## config.mk

```make
export PLATFORM = sky130hd
export DESIGN_NAME = simple_fifo
export DESIGN_NICKNAME = d
export VERILOG_FILES = /design/src/rtl/simple_fifo_pkg.sv /design/src/rtl/simple_fifo_wrapping_counter.sv /design/src/rtl/simple_fifo.sv
export SDC_FILE = /design/constraint.sdc
export NUM_CORES = 1
export LEC_CHECK = 0
export ABC_AREA = 1
export BUFFER_PORTS_ARGS = -buffer_cell sky130_fd_sc_hd__buf_2
export CORE_MARGIN = 3
export CORE_UTILIZATION = 41
export CTS_CLUSTER_SIZE = 12
export DETAILED_ROUTE_END_ITERATION = 16
export GPL_TIMING_DRIVEN = 0
export PLACE_DENSITY = 0.58
export SLEW_MARGIN = 25
export SYNTH_ARGS = -nofsm -noshare
export SYNTH_HDL_FRONTEND = slang
export SYNTH_SLANG_ARGS = --single-unit
```

## constraint.sdc

```tcl
create_clock -name clock -period 1.9 [get_ports clock]
set_input_delay 0.19 -clock clock [delete_from_list [all_inputs] [get_ports clock]]
set_output_delay 0.19 -clock clock [all_outputs]
set_load 0.05 [all_outputs]
```

## src/rtl/simple_fifo_pkg.sv

```systemverilog
// simple_fifo_pkg: sizing helper shared by the FIFO and its pointer counters.
`default_nettype none

package simple_fifo_pkg;

   // Index width for a range of n values; never narrower than one bit.
   function automatic int idx_width(input int n);
      return (n > 1) ? $clog2(n) : 1;
   endfunction

endpackage

`default_nettype wire

```

## src/rtl/simple_fifo_wrapping_counter.sv

```systemverilog
// wrapping_counter: modulo-RANGE up-counter that wraps from RANGE-1 to 0 explicitly.
`default_nettype none

module wrapping_counter
   import simple_fifo_pkg::*;
#(
   parameter int RANGE = 4,
   localparam int CW = idx_width(RANGE)
) (
   input  logic          clock,
   input  logic          resetn,
   input  logic          increment,
   output logic [CW-1:0] count
);

   logic [CW-1:0] count_q;
   logic [CW-1:0] count_d;

   // Explicit wrap keeps non-power-of-two ranges correct.
   always_comb begin
      count_d = count_q;
      if (increment) begin
         count_d = (count_q == CW'(RANGE - 1)) ? '0 : count_q + CW'(1);
      end
   end

   always_ff @(posedge clock or negedge resetn) begin
      if (!resetn) begin
         count_q <= '0;
      end else begin
         count_q <= count_d;
      end
   end

   assign count = count_q;

endmodule

`default_nettype wire

```

## src/rtl/simple_fifo.sv

```systemverilog
// simple_fifo: first-word-fall-through synchronous FIFO, any DEPTH >= 2.
// Define SIMPLE_FIFO_ERROR_FLAGS_EN to add overflow/underflow pulse outputs.
`default_nettype none

module simple_fifo
   import simple_fifo_pkg::*;
#(
   parameter int WIDTH                  = 8,
   parameter int DEPTH                  = 4,
   parameter int ALMOST_FULL_THRESHOLD  = DEPTH - 1,
   parameter int ALMOST_EMPTY_THRESHOLD = 1,
   localparam int LVL_W                 = $clog2(DEPTH + 1)
) (
   input  logic             clock,
   input  logic             resetn,
   input  logic             write_enable,
   input  logic [WIDTH-1:0] write_data,
   output logic             full,
   input  logic             read_enable,
   output logic [WIDTH-1:0] read_data,
   output logic             empty,
   output logic [LVL_W-1:0] level,
   output logic             almost_full,
   output logic             almost_empty
`ifdef SIMPLE_FIFO_ERROR_FLAGS_EN
   ,
   output logic             overflow,
   output logic             underflow
`endif
);

   localparam int PTR_W = idx_width(DEPTH);

   logic [WIDTH-1:0] mem_q [DEPTH];
   logic [LVL_W-1:0] level_q;
   logic [LVL_W-1:0] level_d;
   logic [PTR_W-1:0] wr_ptr;
   logic [PTR_W-1:0] rd_ptr;
   logic             push;
   logic             pop;

   // Acceptance is gated only by the flags, so a full FIFO drops a write even
   // when a read frees a slot in the same cycle, and an empty one never bypasses.
   assign push = write_enable && !full;
   assign pop  = read_enable && !empty;

   wrapping_counter #(.RANGE(DEPTH)) u_wr_ptr (
      .clock     (clock),
      .resetn    (resetn),
      .increment (push),
      .count     (wr_ptr)
   );

   wrapping_counter #(.RANGE(DEPTH)) u_rd_ptr (
      .clock     (clock),
      .resetn    (resetn),
      .increment (pop),
      .count     (rd_ptr)
   );

   always_ff @(posedge clock) begin
      if (push) begin
         mem_q[wr_ptr] <= write_data;
      end
   end

   always_comb begin
      level_d = level_q;
      if (push && !pop) begin
         level_d = level_q + LVL_W'(1);
      end else if (pop && !push) begin
         level_d = level_q - LVL_W'(1);
      end
   end

   always_ff @(posedge clock or negedge resetn) begin
      if (!resetn) begin
         level_q <= '0;
      end else begin
         level_q <= level_d;
      end
   end

   assign level        = level_q;
   assign full         = (level_q == LVL_W'(DEPTH));
   assign empty        = (level_q == '0);
   assign almost_full  = (int'(level_q) >= ALMOST_FULL_THRESHOLD);
   assign almost_empty = (int'(level_q) <= ALMOST_EMPTY_THRESHOLD);
   assign read_data    = mem_q[rd_ptr];

`ifdef SIMPLE_FIFO_ERROR_FLAGS_EN
   logic overflow_q;
   logic underflow_q;

   always_ff @(posedge clock or negedge resetn) begin
      if (!resetn) begin
         overflow_q  <= 1'b0;
         underflow_q <= 1'b0;
      end else begin
         overflow_q  <= write_enable && full;
         underflow_q <= read_enable && empty;
      end
   end

   assign overflow  = overflow_q;
   assign underflow = underflow_q;
`endif

endmodule

`default_nettype wire

```

==> results.py <==
metrics = {
    "synthesis": {
        "ys_types": 18,
        "syn_avg_cell_area_sq_um": 10.71,
        "synth_top_family_by_area": "simple AND/OR/NAND/NOR gates",
        "synth_compound_area_frac": 0.07723,
        "ys_seq_elements": 39,
        "synth_top_area_share": 0.5158,
        "yosysTopAreaCell": "edfxtp_1",
        "synth_area_leaders": "edfxtp_1, dfrtp_1, nand2_1",
        "ys_warn_count": 0,
        "synth_area_sq_um": 1863,
        "yosys.area_share.simple": 0.1478,
        "synth_adder_area_share": 0.07388,
        "syn-num-nets": 197,
        "ys_seq_area_frac": 0.6098,
        "synth_xor_area_frac": 0.009402,
        "synth_mux_area_frac": 0,
        "synthCells": 174,
    },
    "critical_path": {
        "worst-path-buf-inv": 4,
        "r2r_setup_slack_ps": 160,
        "setup.worst_path.start": "level[0]",
        "critPathTopFamily": "adder cells",
        "arrival_ps": 1970,
        "cp_max_fo": 7,
        "worst_r2r_startpoint": "level[0]",
        "end_kind": "flip-flop",
        "cp.required_ps": 2130,
        "start_kind": "flip-flop",
        "worstPathCellList": "inv_2 > ha_1 > nand2_2 > nand2_4 > inv_4 > ha_1 > inv_1 > o21ai_0 > nand2_1 > nand2_1 > inv_1",
        "slowest_stage": "dfrtp_2",
        "crit_type": "reg2reg",
        "cp_slowest_stage_delay_ps": 440,
    },
    "place": {
        "port_buffers": 26,
        "place_hpwl_mm": 2.579,
        "gp_congestion": 0.7537,
    },
    "clocking": {
        "clkTransAtPathRegs_ps": 70,
        "clk_latency_ps": 290,
        "cts_num_sinks": 39,
        "cts_buffers": 5,
        "cts_tree": "done",
        "root_buffer": "clkbuf_8",
        "clockBufferDepth": 2,
        "post-cts-setup-buffers": 0,
        "htreeDepth": 2,
    },
    "hold_path": {
        "hold_class": "in2reg",
        "worstHoldStart": "write_data[1]",
    },
    "timing": {
        "max_freq_ghz": 0.5751,
        "period_share": 0.9152,
        "layout_min_cycle_time_ps": 1739,
        "report.final.slew_viol_count": 0,
        "setup_viol": 0,
        "tightestPinTransition_ps": 545.7,
        "rsz0062_at_grt": "false",
        "finalClockSkew_ps": 3.564,
        "hold_viol": 0,
        "hold_ws_ps": 113.3,
        "tns_ps": 0,
        "max-slew-margin-rel": 0.6358,
    },
    "drt": {
        "drt-met1-wl_mm": 1.616,
        "drt_iter0_drc": 75,
        "highest_layer": "met4",
        "detail_route.wl_per_cell_um": 13.95,
        "finalWirelength_mm": 3.614,
        "dr_wl_met2_mm": 1.740,
        "vias": 1235,
        "viasPerCell": 4.768,
        "final_antenna_net_count": 0,
        "route.detailed.drc": 0,
        "firstDrtPassIters": 4,
        "met3WireLength_um": 177,
    },
    "floorplanning": {
        "die_h_um": 73.41,
        "design.core.area_sq_um": 4202,
        "fp.dieArea_sq_um": 5389,
        "die_w_um": 73.41,
        "row_count": 23,
        "initial_core_util": 0.4434,
        "boundaryPins": 27,
    },
    "cells_and_area": {
        "fill_cells": 370,
        "drive_gt1_frac": 0.2919,
        "regArea_sq_um": 1139,
        "antenna_cells": 0,
        "fin_util": 0.5217,
        "multi_input_area_sq_um": 590.6,
        "nNetsFinal": 231,
        "area_delta_synth_final_pct": 17.66,
    },
    "grt": {
        "grt_use_total": 0.1502,
        "antenna_found_initial": 0,
        "grt_start_max_net_pins": 13,
        "grt.overflow.total": 0,
        "grt_pass1_vias": 1209,
        "grt_pass1_wl_mm": 5.844,
    },
    "run_status": {
        "status": "finished, final reports clean",
    },
    "job": {
        "maxCapViolations": 0,
    },
}
cells in the mapped netlist, drive strengths merged:
master and number:
o21ai 21, nand3 1, ha 11, edfxtp 32
inv 27, xnor2 2, nor2 25, nand2 43
a21oi 1, buf 4, dfrtp 7
what timing repair did:
| item | in CTS | in global routing |
|---|---|---|
| hold buffers | 1 | 0 |
| endpoints found under the hold margin | 7 | 0 |
| endpoints found under the setup margin | 32 | 1 |
| gates resized for setup | 4 | 3 |
| pin swaps | 0 | 0 |
flip-flops by register name, summed over array words and instances (netlist names):
name            count
level               3
mem_q              32
u_rd_ptr.count      2
u_wr_ptr.count      2
layer usage:
metal	vias up	track usage
met5	-	0
met4	0	0.06036
met3	9	0.04651
met2	25	0.2463
met1	577	0.1841
li1	624	-
path summary, 6_finish.rpt:
| path | cells past startpoint | end |
|---|---|---|
| setup reg to reg | 11 | level[2] |
| setup / recovery | 11 | level[2] |
| min in group asynchronous | 2 | level[2] |
| max in group asynchronous | 2 | level[0] |
| hold / removal | 1 | mem_q[2][1] |
| hold reg to reg | 2 | u_rd_ptr.count[1] |
stage by stage:
step                      worst slack (ps)  instances  instance area, sq um
after floorplan                      74.36        174                  1868
after global placement              -42.78        250                  2061
after global routing                 23.58        259                  2192
after detailed placement            -79.00        250                  2061
after CTS                            40.60        259                  2188
final                                161.1        259                  2192
kinds of logic after synthesis:
| group | count (synthesis) |
|---|---|
| compound gates | 22 |
| xor+xnor | 2 |
| fa+ha+maj | 11 |
| buf+inv | 31 |
| flops | 39 |
| simple gates | 69 |
final cells by class:
class | count | area share
multi-input cells | 104 | 0.2694
plain buffers | 4 | 0.02226
repair buffers | 27 | 0.06393
inverters | 27 | 0.04737
well taps | 50 | 0.02854
flip-flops and latches | 39 | 0.5194
clock inverters | 3 | 0.01769
clock buffers | 5 | 0.03139
layout by cell type (no fill, tap or decap):
master	count
nand2_1	41
edfxtp_1	32
buf_2	26
inv_1	24
nor2_1	18
ha_1	11
o21ai_2	10
o21ai_0	8
nor2_2	7
clkbuf_8	5
dfrtp_1	5
buf_6	3
o21ai_1	3
inv_2	2
xnor2_1	2
dfrtp_2	2
nand2_2	1
nand2_4	1
inv_4	1
buf_8	1
a21oi_1	1
nand3_1	1
bufinv_16	1
clkinv_2	1
clkinv_1	1
dlygate4sd3_1	1
Power is not shown: default switching activity piles up to over one toggle a cycle in this logic, so the estimate is an artifact.
